File: src/rtl/wb_rr_arbiter.sv
// Round-robin Wishbone arbiter: NUM_MASTERS pipelined masters share one slave,
// with an outstanding-strobe cap and a response timeout that aborts the grant.

module wb_rr_lane (
  input  logic sel,
  input  logic granted,
  input  logic aborting,
  input  logic s_ack,
  input  logic s_err,
  input  logic s_stall,
  input  logic limit,
  input  logic has_out,
  output logic ack,
  output logic err,
  output logic stall
);
  logic own;
  assign own   = granted & sel;
  assign ack   = own & s_ack & has_out;
  assign err   = (own & s_err & has_out) | (aborting & sel);
  assign stall = ~own | s_stall | limit;
endmodule

module wb_rr_arbiter #(
  parameter int NUM_MASTERS     = 4,
  parameter int ADDR_WIDTH      = 16,
  parameter int DATA_WIDTH      = 32,
  parameter int MAX_OUTSTANDING = 8,
  parameter int TIMEOUT         = 64
) (
  input  logic                            clk_i,
  input  logic                            rst_i,
  input  logic [NUM_MASTERS-1:0]          m_cyc_i,
  input  logic [NUM_MASTERS-1:0]          m_stb_i,
  input  logic [NUM_MASTERS-1:0]          m_we_i,
  input  logic [NUM_MASTERS*ADDR_WIDTH-1:0] m_adr_i,
  input  logic [NUM_MASTERS*DATA_WIDTH-1:0] m_dat_i,
  output logic [DATA_WIDTH-1:0]           m_dat_o,
  output logic [NUM_MASTERS-1:0]          m_ack_o,
  output logic [NUM_MASTERS-1:0]          m_err_o,
  output logic [NUM_MASTERS-1:0]          m_stall_o,
  output logic                            s_cyc_o,
  output logic                            s_stb_o,
  output logic                            s_we_o,
  output logic [ADDR_WIDTH-1:0]           s_adr_o,
  output logic [DATA_WIDTH-1:0]           s_dat_o,
  input  logic [DATA_WIDTH-1:0]           s_dat_i,
  input  logic                            s_ack_i,
  input  logic                            s_err_i,
  input  logic                            s_stall_i,
  output logic [NUM_MASTERS-1:0]          gnt_o,
  output logic                            timeout_o
);
  localparam int IDX_W = (NUM_MASTERS > 1) ? $clog2(NUM_MASTERS) : 1;
  localparam int OUT_W = $clog2(MAX_OUTSTANDING + 1);
  localparam int TMO_W = $clog2(TIMEOUT);

  typedef enum logic [1:0] {IDLE, GRANTED, ABORT} state_t;

  state_t           state, state_n;
  logic [IDX_W-1:0] g, g_n, p, p_n, pick, idx, g_inc;
  logic [OUT_W-1:0] out_cnt, out_n;
  logic [TMO_W-1:0] tmo_cnt, tmo_n;
  logic             any_req, granted, aborting, limit, has_out, accept, fwd;

  logic [NUM_MASTERS-1:0][ADDR_WIDTH-1:0] adr_v;
  logic [NUM_MASTERS-1:0][DATA_WIDTH-1:0] dat_v;
  assign adr_v = m_adr_i;
  assign dat_v = m_dat_i;

  // Outputs are forced to their idle values while reset is held, not just after the edge.
  assign granted  = (state == GRANTED) & ~rst_i;
  assign aborting = (state == ABORT) & ~rst_i;
  assign limit    = (out_cnt == OUT_W'(MAX_OUTSTANDING));
  assign has_out  = (out_cnt != '0);
  assign g_inc    = IDX_W'((int'(g) + 1) % NUM_MASTERS);

  assign s_cyc_o   = granted;
  assign s_stb_o   = granted & m_stb_i[g] & ~limit;
  assign s_we_o    = m_we_i[g];
  assign s_adr_o   = adr_v[g];
  assign s_dat_o   = dat_v[g];
  assign m_dat_o   = s_dat_i;
  assign gnt_o     = granted ? (NUM_MASTERS'(1) << g) : '0;
  assign timeout_o = aborting;

  assign accept = s_stb_o & ~s_stall_i;
  assign fwd    = (s_ack_i | s_err_i) & has_out;

  for (genvar k = 0; k < NUM_MASTERS; k++) begin : g_lane
    wb_rr_lane u_lane (
      .sel     (g == IDX_W'(k)),
      .granted (granted),
      .aborting(aborting),
      .s_ack   (s_ack_i),
      .s_err   (s_err_i),
      .s_stall (s_stall_i),
      .limit   (limit),
      .has_out (has_out),
      .ack     (m_ack_o[k]),
      .err     (m_err_o[k]),
      .stall   (m_stall_o[k])
    );
  end

  // First requester at or above the round-robin pointer, wrapping.
  always_comb begin
    pick    = p;
    idx     = '0;
    any_req = 1'b0;
    for (int i = 0; i < NUM_MASTERS; i++) begin
      idx = IDX_W'((int'(p) + i) % NUM_MASTERS);
      if (!any_req && m_cyc_i[idx]) begin
        any_req = 1'b1;
        pick    = idx;
      end
    end
  end

  always_comb begin
    state_n = state;
    g_n     = g;
    p_n     = p;
    out_n   = out_cnt;
    tmo_n   = '0;
    case (state)
      IDLE: begin
        out_n = '0;
        if (any_req) begin
          g_n     = pick;
          state_n = GRANTED;
        end
      end
      GRANTED: begin
        if (!m_cyc_i[g]) begin
          state_n = IDLE;
          p_n     = g_inc;
          out_n   = '0;
        end else if (has_out && tmo_cnt == TMO_W'(TIMEOUT - 1) && !s_ack_i && !s_err_i) begin
          state_n = ABORT;
        end else begin
          if (accept && !fwd)      out_n = out_cnt + 1'b1;
          else if (!accept && fwd) out_n = out_cnt - 1'b1;
          if (has_out && !s_ack_i && !s_err_i) tmo_n = tmo_cnt + 1'b1;
        end
      end
      ABORT: begin
        state_n = IDLE;
        p_n     = g_inc;
        out_n   = '0;
      end
      default: state_n = IDLE;
    endcase
  end

  always_ff @(posedge clk_i) begin
    if (rst_i) begin
      state   <= IDLE;
      g       <= '0;
      p       <= '0;
      out_cnt <= '0;
      tmo_cnt <= '0;
    end else begin
      state   <= state_n;
      g       <= g_n;
      p       <= p_n;
      out_cnt <= out_n;
      tmo_cnt <= tmo_n;
    end
  end
endmodule

File: config.mk
export PLATFORM = sky130hd
export DESIGN_NAME = wb_rr_arbiter
export DESIGN_NICKNAME = d
export VERILOG_FILES = /design/src/rtl/wb_rr_arbiter.sv
export SDC_FILE = /design/constraint.sdc
export NUM_CORES = 1
export LEC_CHECK = 0
export CAP_MARGIN = 10
export CELL_PAD_IN_SITES_DETAIL_PLACEMENT = 2
export CELL_PAD_IN_SITES_GLOBAL_PLACEMENT = 2
export CORE_MARGIN = 8
export CORE_UTILIZATION = 12
export DETAILED_ROUTE_END_ITERATION = 8
export GPL_ROUTABILITY_DRIVEN = 0
export PLACE_DENSITY = 0.78
export REMOVE_ABC_BUFFERS = 1
export SETUP_SLACK_MARGIN = 0.3
export SYNTH_ARGS = -nofsm -noshare
export SYNTH_HDL_FRONTEND = slang
export SYNTH_SLANG_ARGS = --single-unit
File: constraint.sdc
create_clock -name clk_i -period 4.1 [get_ports clk_i]
set_clock_uncertainty 0.2 [all_clocks]
set_input_delay 0.41 -clock clk_i [delete_from_list [all_inputs] [get_ports clk_i]]
set_output_delay 0.41 -clock clk_i [all_outputs]
set_load 0.03 [all_outputs]
---- After elaboration in Yosys (flattened, before gate mapping) ----
Cells that the tools add are included.
operators by class
  eq/ne operators ......................... 12
  bitwise gates (word level) .............. 53
  reductions and logical operators ........ 28
  mux-type cells .......................... 37
  add/subtract/negate cells ............... 7
  shift-type cells ........................ 1
  $lt $le $gt $ge ......................... 5
operator list
  operator                                                     count
  binary-select mux 32 bit (select 2 bit)                      1
  binary-select mux 16 bit (select 2 bit)                      1
  2-to-1 mux 32 bit                                            1
  bitwise AND 1 bit                                            30
  2-to-1 mux 4 bit                                             5
  2-to-1 mux 16 bit                                            1
  less-than comparator 2 x 3 -> 1 bit (second input constant)  5
  binary-select mux 1 bit (select 2 bit)                       7
  2-to-1 mux 2 bit                                             7
  OR 1 bit                                                     13
  2-to-1 mux 1 bit                                             11
  logical AND 1 bit                                            10
  inverter 1 bit                                               10
  case mux 2 bit (2 select lines)                              2
  case mux 4 bit (2 select lines)                              1
  logical NOT 1 bit                                            7
  adder 6 x 1 -> 6 bit (second input constant)                 1
  equality test 2 bit (second input constant)                  3
  equality test 6 bit (second input constant)                  1
  AND reduction 2 bit                                          3
  OR reduction 5 bit                                           1
  adder 2 x 1 -> 2 bit (second input constant)                 2
  adder 2 bit (second input constant)                          2
  adder 4 x 1 -> 4 bit (second input constant)                 1
  other kinds (13)                                             17
storage, ports and cells
  bits of input ports ..................... 241
  bits in registers ....................... 16

---- Longest topological paths before layout ----
Gate-level depths: netlist (run 1).
  word-level depth ........................ 14
  depth in mapped cells ................... 11

---- Cells and area by module ----
A second synthesis (run 1) with hierarchy kept.
unflattened totals
  cells, all modules ...................... 235
  area total of the unflattened synthesis .. 2558.7 um^2
modules (own cells, without submodules)
  module         sequential area each (um^2)  instances  area each (um^2)  cells an instance
  wb_rr_arbiter  320.3                        1          2438.6            215
  wb_rr_lane     0.0                          4          30.0              5

---- Least setup slack after synthesis (run 1) ----
Ideal clock, no wire load.
  path kind ............................... register to register
  start ................................... register state[0]
  end ..................................... register out_cnt[3]
  clock period less this slack ............ 3.452 ns
  path slack .............................. 0.648 ns
  required time ........................... 3.828 ns
  library setup time ...................... 0.072 ns
  arrival time ............................ 3.180 ns
  buffers on the path ..................... 1
  cell stages (with the launch flop) ...... 12
  cells stage by stage .................... dfxtp_1 buf_2 nor3b_2 and3_1 nor2b_1 ha_1 inv_1 ha_1 a21oi_1 a21oi_1 or4b_1 mux2i_1
on the way
  word-level cells in the longest chain between the ends .. 10
RTL lines
  what                               line  RTL
  from (decl)                        60    state_t state, state_n;
  from (signal assigned)             164   state <= state_n;
  equality test 2 x 1 -> 1 bit *     72    assign granted = (state == GRANTED) & ~rst_i;
  bitwise AND 1 bit *                72
  net s_cyc_o                        42    output logic s_cyc_o,
  bitwise AND 1 bit * (2 in series)  79    assign s_stb_o = granted & m_stb_i[g] & ~limit;
  net s_stb_o                        43    output logic s_stb_o,
  bitwise AND 1 bit *                87    assign accept = s_stb_o & ~s_stall_i;
  logical AND 1 bit                  142   if (accept && !fwd) out_n = out_cnt + 1'b1;
  2-to-1 mux 4 bit                   142
  2-to-1 mux 4 bit                   139   end else if (has_out && tmo_cnt == TMO_W'(TIMEOUT - 1) && !s_ack_i && !s_err_i) begin
  2-to-1 mux 4 bit                   135   if (!m_cyc_i[g]) begin
  case mux 4 bit (2 select lines)    126   case (state)
  to (signal assigned)               167   out_cnt <= out_n;
  to (decl)                          62    logic [OUT_W-1:0] out_cnt, out_n;
The timed path passes the listed nets; every way through them passes the cells marked *. The select of a mux whose other input is x is not followed.
A chain may end at the register's enable or synchronous reset.

---- Worst setup path in the final report (run 1) ----
  start ................................... input port m_stb_i[3]
  end ..................................... register out_cnt[3]
on the way
  word-level cells in the longest chain between the ends .. 10
RTL lines
  what                                      line  RTL
  from (decl)                               34    input logic [NUM_MASTERS-1:0] m_stb_i,
  binary-select mux 1 bit (select 2 bit) *  79
  2-to-1 mux 1 bit (implied by the code) *  79
  bitwise AND 1 bit * (2 in series)         79
  bitwise AND 1 bit *                       87
  logical AND 1 bit                         142
  2-to-1 mux 4 bit                          142
  2-to-1 mux 4 bit                          139
  2-to-1 mux 4 bit                          135
  case mux 4 bit (2 select lines)           126
Mark *: on every way between the ends. The rest lies on a longest branch, timed or not. The select of a mux whose other input is x is not followed.

==> impl_summary.log, run 1 <==
INFO  metric timing_hold_violations_final = 0
INFO  metric total_count_of_max_transition_violations_in_the_final_report = 0
INFO  metric syn_area = 2691 um^2
INFO  metric combPwrFrac = 71.1%
INFO  metric finish.cell_count_without_fillers = 763
INFO  metric area_growth = 105.7%
INFO  metric clk-insertion-delay-late = 0.25 ns
INFO  metric postCtsSetupRepairBufs = 0
INFO  metric floorplan.initialDensity = 12.07%
INFO  metric final.period_utilization = 77.72%
INFO  metric netlist.area_leader.share = 41.84%
INFO  metric placement_rows = 55
INFO  metric yosys_register_bits = 16
INFO  metric synthesis.area_per_instance = 10.64 um^2
INFO  metric cts_buffers = 3
INFO  metric p_seq_share = 14.4%
INFO  metric timing.critical_path.slowest_cell_delay = 0.47 ns
INFO  metric final_core_utilization = 24.83%
INFO  metric internal_power = 0.7994 mW
INFO  metric sum_neg_setup_slack = 0 ns
INFO  metric drt-total-wl = 19390 um
INFO  metric maxSlewHeadroom = 66.63%
INFO  metric fmax = 313.8 MHz
INFO  metric tritoncts = done
INFO  metric kind_of_end_point_of_the_critical_path = flip-flop
INFO  metric yosys-top-cells-area = sky130_fd_sc_hd__mux4_2 (42%), sky130_fd_sc_hd__buf_4 (12%), sky130_fd_sc_hd__dfxtp_1 (12%), sky130_fd_sc_hd__ha_1 (3.7%), sky130_fd_sc_hd__nor2_1 (2.1%)
INFO  metric die_x = 165.8 um
INFO  metric clkPwrFrac = 14.5%
INFO  metric port_buffers = 276
INFO  metric wl_per_cell = 25.41 um
INFO  metric place_hpwl = 16780 um
INFO  metric pwr_density_cell = 241.6 nW/um^2
INFO  metric synth.yosys.warnings = 0
INFO  metric cts.reportedPaths.clkPinSlew = 0.05 ns
INFO  metric critical-path-top-delay-family = simple AND/OR/NAND/NOR gates
INFO  metric status = completed
INFO  metric syn-instance-count = 253
INFO  metric core = 22300 um^2
INFO  metric rsz_0062_raised_after_global_routing = no
INFO  metric num_vias = 3180
INFO  metric pin_count_of_the_biggest_net_entering_global_routing = 58
INFO  metric post-layout-total-power = 1.338 mW
INFO  metric cts_hold_buf = 0
INFO  metric die_area = 27480 um^2
INFO  metric synthArstFlopShare = 0%
INFO  metric synth_most_common_cell = sky130_fd_sc_hd__mux4_2
INFO  metric cpMaxStageDelayCell = sky130_fd_sc_hd__or4b_1
INFO  metric setup_viol = 0
INFO  metric ys.flop_type = sky130_fd_sc_hd__dfxtp_1
INFO  metric fraction_of_final_layout_cells_with_drive_strength_greater_than_1 = 12.97%
INFO  metric grt_first_pass_wirelength = 27860 um
INFO  metric initialDrtViolationCount = 114
INFO  metric arrival = 3.16 ns
INFO  metric first_global_vias = 3681
INFO  metric switching_share = 40.24%
INFO  metric critical_path_required = 4.08 ns
INFO  metric leakage = 1.835 nW
INFO  metric ctsLongestPathBuffers = 2
INFO  metric clock_tree.htree_level_count = 1
INFO  metric remaining_drc_errors = 0
INFO  metric grtUsageTotal = 13.42%
INFO  metric fp.dieH = 165.8 um
INFO  metric synth_area_leader_cell = sky130_fd_sc_hd__mux4_2
INFO  metric hold_path.class = flip-flop to flip-flop
INFO  metric worst_setup_path_start_kind = input pin
INFO  metric clock_sink_count = 16
INFO  metric ys_top_cells_by_count = sky130_fd_sc_hd__mux4_2 (50), sky130_fd_sc_hd__buf_4 (44), sky130_fd_sc_hd__dfxtp_1 (16), sky130_fd_sc_hd__nor2_1 (15), sky130_fd_sc_hd__nand2_1 (14)
INFO  metric max_slew.worst_pin.slew = 0.4990 ns
INFO  metric ios = 341
INFO  metric antenna_left = 0
INFO  metric final_critical_path_required_period = 3.186 ns
INFO  metric synth_cell_types = 44
INFO  metric antenna_cells = 0
INFO  metric final_nets = 729
INFO  metric detail_route.first_pass.iterations = 4
INFO  metric clock_tree.root_cell = sky130_fd_sc_hd__clkbuf_16
INFO  metric synth_edf_count = 0
INFO  metric antenna_violations_before_repair = 0
INFO  metric timing.critical_path.cells = clkdlybuf4s50_1 > mux4_2 > and3_1 > nor2b_1 > ha_1 > inv_1 > ha_1 > a21oi_1 > a21oi_1 > or4b_1 > mux2i_1
INFO  metric power.switching = 0.5384 mW
INFO  metric drt-vias-per-instance = 4.168
INFO  metric grt_overflow = 0
INFO  metric inst_count_dp = 759
INFO  metric synth_sequential_area_ratio = 11.90%
INFO  metric post_cts_resize_count = 0
INFO  metric max_cap_viol_count = 0
INFO  metric vdd.ir_drop.worst = 0.1091 mV
INFO  metric worst-path-max-fanout = 3
INFO  metric worst-setup-path-type = input pin to flip-flop
INFO  metric path_buf_inv = 2
sequential cells by signal, summed over array words and instances, names as in the netlist:
signal,count
state,2
p,2
tmo_cnt,6
g,2
out_cnt,4
path summary, 6_finish.rpt:
check,from,to,slack [ns],cells after the start
worst max-delay path,m_stb_i[3],out_cnt[3]$_SDFFE_PP0P_,0.91,11
worst min-delay path,tmo_cnt[0]$_SDFF_PP0_,tmo_cnt[0]$_SDFF_PP0_,0.25,1
worst max register to register,state[0]$_SDFFE_PP0P_,out_cnt[3]$_SDFFE_PP0P_,0.94,10
worst min register to register,tmo_cnt[0]$_SDFF_PP0_,tmo_cnt[0]$_SDFF_PP0_,0.25,1
logic make-up after synthesis:
group,count (synthesis),synth area share [%]
muxes,55,44.31
buffers and inverters,67,16.13
xor gates and xnor gates,6,1.953
DFF,16,11.90
and+or+nand+nor,69,13.76
AOI/OAI and AO/OA,31,7.486
adders and majority gates,9,4.463
cell usage in the layout, fill, tap and decap left out, types with 2 or more instances in the layout:
cell type	n
sky130_fd_sc_hd__or3_1	2
sky130_fd_sc_hd__ha_1	8
sky130_fd_sc_hd__a211oi_1	4
sky130_fd_sc_hd__nor2_1	15
sky130_fd_sc_hd__nand4_1	4
sky130_fd_sc_hd__clkbuf_16	3
sky130_fd_sc_hd__dfxtp_1	14
sky130_fd_sc_hd__mux4_2	50
sky130_fd_sc_hd__and2_1	4
sky130_fd_sc_hd__mux2i_1	4
sky130_fd_sc_hd__nand2_1	14
sky130_fd_sc_hd__xor2_1	4
sky130_fd_sc_hd__nand2b_1	3
sky130_fd_sc_hd__buf_4	4
sky130_fd_sc_hd__nor3_1	2
sky130_fd_sc_hd__a21oi_1	11
sky130_fd_sc_hd__inv_1	7
sky130_fd_sc_hd__nor2b_1	8
sky130_fd_sc_hd__nand3_1	4
sky130_fd_sc_hd__o31ai_1	3
sky130_fd_sc_hd__clkdlybuf4s50_1	276
sky130_fd_sc_hd__o21ai_0	4
sky130_fd_sc_hd__and3_1	5
sky130_fd_sc_hd__xnor2_1	2
power groups by stage:
| stage | Combinational, mW | Clock [mW] | Sequential, mW |
|---|---|---|---|
| after floorplan | 0.433 | 0 | 0.226 |
| after global placement | 0.947 | 0 | 0.193 |
| after detailed placement | 0.961 | 0 | 0.195 |
| after CTS | 0.969 | 0.199 | 0.192 |
| after global routing | 1.00 | 0.207 | 0.194 |
| final | 0.952 | 0.194 | 0.193 |
through the flow:
| step | hold WS [ns] | setup slack [ns] | instance area (um^2) |
|---|---|---|---|
| after floorplan | 0.2176 | -1.007 | 2283 |
| after global placement | 0.2286 | 0.7869 | 5458 |
| after detailed placement | 0.2463 | 0.6582 | 5458 |
| after CTS | 0.2585 | 0.9133 | 5537 |
| after global routing | 0.2942 | 0.7133 | 5537 |
| final | 0.2487 | 0.9135 | 5537 |
metal layers:
layer / vias up / global-route usage, % / wire length, um
li1: 1391 / - / -
met1: 1609 / 15.45 / 7691
met4: 0 / 1.293 / 70
met3: 5 / 5.017 / 1618
met2: 175 / 23.96 / 10010
met5: - / 0 / 0
final cells by class:
type | count | area [um^2]
repair buffers | 281 | 2813
multi-input cells | 170 | 1937
clock buffers | 4 | 78.83
well taps | 285 | 356.6
flip-flops and latches | 16 | 325.3
inverters | 7 | 26.28
fillers | 2476 | 16760
(Power assumes the default switching activity.)
==> run 2, diff against run 1 <==
--- a/config.mk
+++ b/config.mk
@@ -9,10 +9,10 @@
 export CELL_PAD_IN_SITES_DETAIL_PLACEMENT = 2
 export CELL_PAD_IN_SITES_GLOBAL_PLACEMENT = 2
 export CORE_MARGIN = 8
-export CORE_UTILIZATION = 12
+export CORE_UTILIZATION = 11
 export DETAILED_ROUTE_END_ITERATION = 8
 export GPL_ROUTABILITY_DRIVEN = 0
-export PLACE_DENSITY = 0.78
+export PLACE_DENSITY = 0.75
 export REMOVE_ABC_BUFFERS = 1
 export SETUP_SLACK_MARGIN = 0.3
 export SYNTH_ARGS = -nofsm -noshare
==> constraint.sdc (replaced) <==
create_clock -name clk_i -period 2.9 [get_ports clk_i]
set_clock_uncertainty 0.2 [all_clocks]
set_input_delay 0.29 -clock clk_i [delete_from_list [all_inputs] [get_ports clk_i]]
set_output_delay 0.29 -clock clk_i [all_outputs]
set_load 0.03 [all_outputs]
==> run 2 against run 1 <==
- sequential power increased by 31%
- core utilization decreased by 0.71 points
- critical endpoint unchanged
- non-clock buffer count increased by 13
- wire length increased by 4.6%
- critical path depth decreased by 1
- clock power increased by 57%
- via count increased by 3.0%
- worst setup slack got worse by 0.77 ns
- first-iteration DRC count decreased by 12%
- sequential share of layout area decreased by 0.30 points
- die area increased by 8.2%
==> impl_summary.log, run 2 (same netlist as run 1, synthesis figures left out) <==
INFO  metric status = completed
INFO  metric total_count_of_max_transition_violations_in_the_final_report = 0 (unchanged)
INFO  metric inst_count_dp = 807 (+6.3%)
INFO  metric hold_path.startpoint = tmo_cnt[0]$_SDFF_PP0_
INFO  metric finish.cell_count_without_fillers = 817 (+7.1%)
INFO  metric arrival = 2.74 ns (-0.42 ns)
INFO  metric num_vias = 3275 (+3.0%)
INFO  metric die_area = 29730 um^2 (+8.2%)
INFO  metric detail_route.first_pass.iterations = 4 (unchanged)
INFO  metric multiInputGateArea = 2043 um^2 (+5.5%)
INFO  metric ctsLongestPathBuffers = 2 (unchanged)
INFO  metric grt_overflow = 0 (unchanged)
INFO  metric port_buffers = 276 (unchanged)
INFO  metric fp.dieH = 172.4 um (+4.0%)
INFO  metric worst-setup-path-type = flip-flop to flip-flop
INFO  metric pin_count_of_the_biggest_net_entering_global_routing = 30 (-48%)
INFO  metric maxSlewHeadroom = 63.45% (-3.2 points)
INFO  metric worst-path-max-fanout = 3 (unchanged)
INFO  metric setup.reg_to_reg.worst_slack = 0.15 ns (-0.79 ns)
INFO  metric register_with_the_highest_flop_count = tmo_cnt
INFO  metric wl_per_cell = 24.84 um (-2.3%)
INFO  metric end_of_the_worst_hold_path = tmo_cnt[0]$_SDFF_PP0_
INFO  metric timing.critical_path.slowest_cell_delay = 0.54 ns (+0.07 ns)
INFO  metric grtUsageTotal = 12.39% (-1.0 points)
INFO  metric fmax = 363.3 MHz
INFO  metric max_slew.worst_pin.slew = 0.5482 ns (+0.04924 ns)
INFO  metric place_hpwl = 17270 um (+2.9%)
INFO  metric top_regs = tmo_cnt: 6 flops, out_cnt: 4 flops
INFO  metric final.period_utilization = 94.91%
INFO  metric setup_viol = 0 (unchanged)
INFO  metric path_buf_inv = 1 (-1)
INFO  metric worst_setup_path_start_kind = flip-flop
INFO  metric n_fill_cell = 2668 (+7.8%)
INFO  metric pwr_density_cell = 323.6 nW/um^2 (+34%)
INFO  metric postLayoutCellArea = 5832 um^2 (+5.3%)
INFO  metric cpMaxStageDelayCell = sky130_fd_sc_hd__mux4_2
INFO  metric die_x = 172.4 um (+4.0%)
INFO  metric clock_tree.htree_level_count = 1 (unchanged)
INFO  metric critical-path-top-delay-family = simple AND/OR/NAND/NOR gates
INFO  metric remaining_drc_errors = 0 (unchanged)
INFO  metric final_critical_path_required_period = 2.752 ns
INFO  metric antenna_left = 0 (unchanged)
INFO  metric kind_of_end_point_of_the_critical_path = flip-flop
INFO  metric critical_path.reg2reg.startpoint = g[0]$_SDFFE_PP0P_
INFO  metric cts_buffers = 3 (unchanged)
INFO  metric timing_hold_violations_final = 0 (unchanged)
INFO  metric post-layout-total-power = 1.887 mW (+41%)
INFO  metric cts.reportedPaths.clkPinSlew = 0.06 ns (about the same)
INFO  metric vdd.ir_drop.worst = 0.1733 mV (+59%)
INFO  metric drt-total-wl = 20290 um (+4.6%)
INFO  metric rsz_0062_raised_after_global_routing = yes
INFO  metric hold_path.class = flip-flop to flip-flop
INFO  metric regArea = 325.3 um^2 (unchanged)
INFO  metric reg2reg_to = out_cnt[3]$_SDFFE_PP0P_
INFO  metric leakage = 2.056 nW (+12%)
INFO  metric max_cap_viol_count = 0 (unchanged)
INFO  metric floorplan.initialDensity = 11.13% (-0.94 points)
INFO  metric clock_tree.root_cell = sky130_fd_sc_hd__clkbuf_16
INFO  metric core = 24180 um^2 (+8.4%)
INFO  metric layout_commonest_cell = sky130_fd_sc_hd__clkdlybuf4s50_1
INFO  metric hold_path_depth = 1 (unchanged)
INFO  metric final_nets = 742 (+1.8%)
INFO  metric most-common-layout-cells = sky130_fd_sc_hd__clkdlybuf4s50_1 (205), sky130_fd_sc_hd__dlygate4sd2_1 (57), sky130_fd_sc_hd__mux4_2 (50), sky130_fd_sc_hd__buf_4 (18)
INFO  metric antenna_violations_before_repair = 3 (+3)
INFO  metric placement_rows = 57 (+3.6%)
INFO  metric critical_path_required = 2.89 ns (-1.19 ns)
INFO  metric fraction_of_final_layout_cells_with_drive_strength_greater_than_1 = 21.18% (+8.2 points)
INFO  metric r2r_cells = 10 (unchanged)
INFO  metric tritoncts = done
INFO  metric timing.critical_path.cells = mux4_2 > and3_4 > nor2b_4 > ha_4 > inv_4 > ha_4 > a21oi_4 > a21oi_2 > or4b_1 > mux2i_1
INFO  metric placement.cell_area = 5604 um^2 (+2.7%)
INFO  metric initialDrtViolationCount = 100 (-12%)
INFO  metric drt-vias-per-instance = 4.009 (-3.8%)
INFO  metric worst_path_most_repeated_cell = sky130_fd_sc_hd__ha_4
INFO  metric ios = 341 (unchanged)
INFO  metric area_growth = 116.7%
INFO  metric first_global_vias = 3821 (+3.8%)
INFO  metric grt_first_pass_wirelength = 27190 um (-2.4%)
INFO  metric clock_sink_count = 16 (unchanged)
INFO  metric clk-insertion-delay-late = 0.25 ns (about the same)
INFO  metric largest_register_ffs = 6 (unchanged)
[run 2: power by group]
group	total [mW]	internal [mW]	switching (mW)
Sequential	0.252	0.235	0.0171
Combinational	1.33	0.673	0.657
Clock	0.305	0.210	0.0953
Total	1.89	1.12	0.769
[run 2: how the worst max path moves through the flow]
stage	from	endpoint	slack [ns]	cells after the start
after floorplan	g[0]$_SDFFE_PP0P_	out_cnt[3]$_SDFFE_PP0P_	-2.21	10
after global placement	m_stb_i[2]	out_cnt[3]$_SDFFE_PP0P_	-0.37	11
final	g[0]$_SDFFE_PP0P_	out_cnt[3]$_SDFFE_PP0P_	0.15	10
after global routing	g[0]$_SDFFE_PP0P_	out_cnt[3]$_SDFFE_PP0P_	0.05	10
after detailed placement	m_stb_i[2]	out_cnt[3]$_SDFFE_PP0P_	-0.51	11
after CTS	g[0]$_SDFFE_PP0P_	out_cnt[3]$_SDFFE_PP0P_	0.07	11
[run 2: cell type report]
class                      count  area share (%)
multi-input combinational    170           35.04
antenna                        2         0.08582
timing repair buffer         294           50.33
sequential                    16           5.578
clock buffer                   4           1.523
inverter                       7          0.4935
tap                          324           6.951
[run 2: through the flow]
step	setup TNS (ns)	hold slack [ns]	worst slack, ns	util, %
after global routing	0	0.2866	0.04622	24.10
after CTS	0	0.2698	0.07120	23.84
after detailed placement	-0.9303	0.2625	-0.5126	23.18
final	0	0.2617	0.1477	24.12
after floorplan	-64.86	0.1591	-2.207	-
after global placement	-0.5434	0.2289	-0.3680	23.18
[run 2: layer usage]
metal / track usage, % / routed length (um)
met1: 13.76 / 7297
met2: 22.06 / 10420
met3: 5.251 / 2309
met4: 1.874 / 230
met5: 0 / 36
[run 2: what timing repair did]
item | CTS | global route
hold endpoints to repair | 0 | 0
hold buffers | 0 | 0
resized for setup | 80 | 7
pin swaps | 12 | 7
buffers inserted | 1 | 1
gates cloned | 1 | 1
setup endpoints to repair | 60 | 15
==> run 3, diff against run 2 <==
--- a/config.mk
+++ b/config.mk
@@ -8,6 +8,7 @@
 export CAP_MARGIN = 10
 export CELL_PAD_IN_SITES_DETAIL_PLACEMENT = 2
 export CELL_PAD_IN_SITES_GLOBAL_PLACEMENT = 2
+export CORE_ASPECT_RATIO = 0.9
 export CORE_MARGIN = 8
 export CORE_UTILIZATION = 11
 export DETAILED_ROUTE_END_ITERATION = 8
==> run 3 against run 2 <==
- maximum frequency grew 0.65%
- worst setup slack gained 0.018 ns
- count of clock-buffer cells in the layout is the same
- first-iteration DRC count grew 7.0%
- global-route usage grew 0.27 points
- die area is essentially flat
- sequential power grew 2%
- critical path type unchanged
- critical endpoint unchanged
- largest power group unchanged
- highest routed layer unchanged
==> impl_summary.log, run 3 (same netlist as run 1, synthesis figures left out) <==
INFO  metric status = completed
INFO  metric timing_hold_violations_final = 0 (unchanged)
INFO  metric ios = 341 (unchanged)
INFO  metric rsz_0062_raised_after_global_routing = yes
INFO  metric clock_sink_count = 16 (unchanged)
INFO  metric initialDrtViolationCount = 107 (+7.0%)
INFO  metric pwr_density_cell = 330.4 nW/um^2 (+2.1%)
INFO  metric fraction_of_final_layout_cells_with_drive_strength_greater_than_1 = 21.54% (+0.36 points)
INFO  metric worst_setup_path_start_kind = flip-flop
INFO  metric worst-setup-path-type = flip-flop to flip-flop
INFO  metric port_buffers = 276 (unchanged)
INFO  metric ctsLongestPathBuffers = 2 (unchanged)
INFO  metric most-common-layout-cells = sky130_fd_sc_hd__clkdlybuf4s50_1 (206), sky130_fd_sc_hd__dlygate4sd2_1 (56), sky130_fd_sc_hd__mux4_2 (50), sky130_fd_sc_hd__buf_4 (24), sky130_fd_sc_hd__nor2_1 (15)
INFO  metric vdd.ir_drop.worst = 0.1575 mV (-9.1%)
INFO  metric top_regs = tmo_cnt: 6 flops, out_cnt: 4 flops
INFO  metric drt-vias-per-instance = 4.039 (+0.75%)
INFO  metric hold_path.class = flip-flop to flip-flop
INFO  metric worst_path_most_repeated_cell = sky130_fd_sc_hd__ha_4
INFO  metric r2r_cells = 10 (unchanged)
INFO  metric pin_count_of_the_biggest_net_entering_global_routing = 56 (+87%)
INFO  metric timing.critical_path.slowest_cell_delay = 0.49 ns (-0.05 ns)
INFO  metric max_slew.worst_pin.slew = 0.6049 ns (+0.05669 ns)
INFO  metric hold_path_depth = 1 (unchanged)
INFO  metric cts.reportedPaths.clkPinSlew = 0.05 ns (about the same)
INFO  metric final.period_utilization = 94.30% (-0.61 points)
INFO  metric arrival = 2.71 ns (-0.03 ns)
INFO  metric placement_rows = 54 (-5.3%)
INFO  metric largest_register_ffs = 6 (unchanged)
INFO  metric hold_path.startpoint = tmo_cnt[0]$_SDFF_PP0_
INFO  metric core = 24120 um^2 (-0.23%)
INFO  metric final_nets = 743 (+0.13%)
INFO  metric wl_per_cell = 25.76 um (+3.7%)
INFO  metric grt_first_pass_wirelength = 28150 um (+3.5%)
INFO  metric critical_path_required = 2.88 ns (about the same)
INFO  metric grtUsageTotal = 12.66% (+0.27 points)
INFO  metric fmax = 365.7 MHz (+0.65%)
INFO  metric remaining_drc_errors = 0 (unchanged)
INFO  metric register_with_the_highest_flop_count = tmo_cnt
INFO  metric antenna_left = 0 (unchanged)
INFO  metric timing.critical_path.cells = mux4_2 > and3_4 > nor2b_4 > ha_4 > inv_4 > ha_4 > a21oi_4 > a21oi_2 > or4b_1 > mux2i_1
INFO  metric dp_worst_setup_slack = -0.3592 ns (+0.1534 ns)
INFO  metric max_cap_viol_count = 0 (unchanged)
INFO  metric place_hpwl = 17370 um (+0.57%)
INFO  metric cpMaxStageDelayCell = sky130_fd_sc_hd__mux4_2
INFO  metric leakage = 2.045 nW (-0.51%)
INFO  metric finish.cell_count_without_fillers = 801 (-2.0%)
INFO  metric reg2reg_to = out_cnt[3]$_SDFFE_PP0P_
INFO  metric drt-total-wl = 20630 um (+1.7%)
INFO  metric fp.dieH = 164.4 um (-4.7%)
INFO  metric inst_count_dp = 791 (-2.0%)
INFO  metric setup.reg_to_reg.worst_slack = 0.17 ns (+0.02 ns)
INFO  metric maxSlewHeadroom = 59.67% (-3.8 points)
INFO  metric cts_buffers = 3 (unchanged)
INFO  metric first_global_vias = 3861 (+1.0%)
INFO  metric clk-insertion-delay-late = 0.25 ns (about the same)
INFO  metric met2_wirelength = 10710 um (+2.8%)
INFO  metric critical_path.reg2reg.startpoint = g[0]$_SDFFE_PP0P_
INFO  metric layout_commonest_cell = sky130_fd_sc_hd__clkdlybuf4s50_1
INFO  metric critical-path-top-delay-family = simple AND/OR/NAND/NOR gates
INFO  metric wl_met1 = 8052 um (+10%)
INFO  metric setup_viol = 0 (unchanged)
INFO  metric total_count_of_max_transition_violations_in_the_final_report = 0 (unchanged)
INFO  metric detail_route.first_pass.iterations = 4 (unchanged)
INFO  metric end_of_the_worst_hold_path = tmo_cnt[0]$_SDFF_PP0_
INFO  metric kind_of_end_point_of_the_critical_path = flip-flop
INFO  metric final_critical_path_required_period = 2.735 ns (-0.01764 ns)
INFO  metric die_x = 180.9 um (+4.9%)
INFO  metric grt_overflow = 0 (unchanged)
INFO  metric tritoncts = done
INFO  metric worst-path-max-fanout = 3 (unchanged)
INFO  metric area_growth = 114.6%
INFO  metric clock_tree.root_cell = sky130_fd_sc_hd__clkbuf_16
INFO  metric num_vias = 3235 (-1.2%)
INFO  metric floorplan.initialDensity = 11.16% (+0.026 points)
INFO  metric antenna_violations_before_repair = 1 (-2)
INFO  metric clock_tree.htree_level_count = 1 (unchanged)
INFO  metric routed-wl-met3 = 1602 um (-31%)
INFO  metric cts_hold_buf = 0 (unchanged)
INFO  metric highest-signal-layer = met5
INFO  metric die_area = 29730 um^2 (about the same)
INFO  metric postLayoutSetupSlackWorst = 0.1653 ns (+0.01764 ns)
INFO  metric path_buf_inv = 1 (unchanged)
## run 3: cell count changes in the layout (fill, tap and decap cells not counted), sizes merged
cell,previous run,this run
bufbuf,0,1
clkbuf,5,6
clkdlybuf4s50,205,206
diode,2,1
dlygate4sd2,57,56
dlymetal6s2s,1,0
## run 3: layout make-up
cell class              instances  area, um^2
inverters                       7       28.78
fillers                      2681       18340
clock buffers                   4       88.84
diodes                          1       2.502
well taps                     308       385.4
multi-input cells             170        2031
flip-flops and latches         16       326.6
repair buffers                295        2914
## run 3: per-layer routing
metal  GRT usage, %  vias to the layer above
met1          15.07                     1639
met4          2.140                        2
met3          4.157                       16
met5         0.4992                        -
li1               -                     1422
met2          22.25                      156
## run 3: power by group
group          internal (mW)  leakage (nW)  switching, mW
logic                  0.686          1.87          0.660
clock network          0.210        0.0442         0.0972
registers              0.235         0.132         0.0210
total                   1.13          2.05          0.778
## run 3: how the worst max path moves through the flow
stage	from	end	slack (ns)	depth (start not counted)
3_5_place_dp	m_stb_i[3]	out_cnt[3]$_SDFFE_PP0P_	-0.36	11
4_1_cts	out_cnt[2]$_SDFFE_PP0P_	out_cnt[3]$_SDFFE_PP0P_	0.08	10
6_report	g[0]$_SDFFE_PP0P_	out_cnt[3]$_SDFFE_PP0P_	0.17	10
5_1_grt	g[0]$_SDFFE_PP0P_	out_cnt[3]$_SDFFE_PP0P_	0.08	10
2_1_floorplan	g[0]$_SDFFE_PP0P_	out_cnt[3]$_SDFFE_PP0P_	-2.21	10
3_3_place_gp	m_stb_i[3]	out_cnt[3]$_SDFFE_PP0P_	-0.19	11
## run 3: repair_timing
item / CTS / global route
setup endpoints to repair: 59 / 9
resized for setup: 71 / 10
buffers inserted: 2 / 1
pin swaps: 6 / 7
cloned: 1 / 1
hold endpoints to repair: 0 / 0
## run 3: stage by stage
step                utilization (%)  hold slack (ns)  instance area [um^2]  TNS (ns)  power, mW
global route                  23.94           0.2802                  5774         0      2.002
detailed placement            23.05           0.2585                  5559   -0.3913      1.643
CTS                           23.69           0.2705                  5713         0      1.909
finish                        23.95           0.2656                  5777         0      1.909
floorplan                         -           0.1591                  2283    -64.86     0.9316
global placement              23.05           0.2293                  5559   -0.1854      1.607
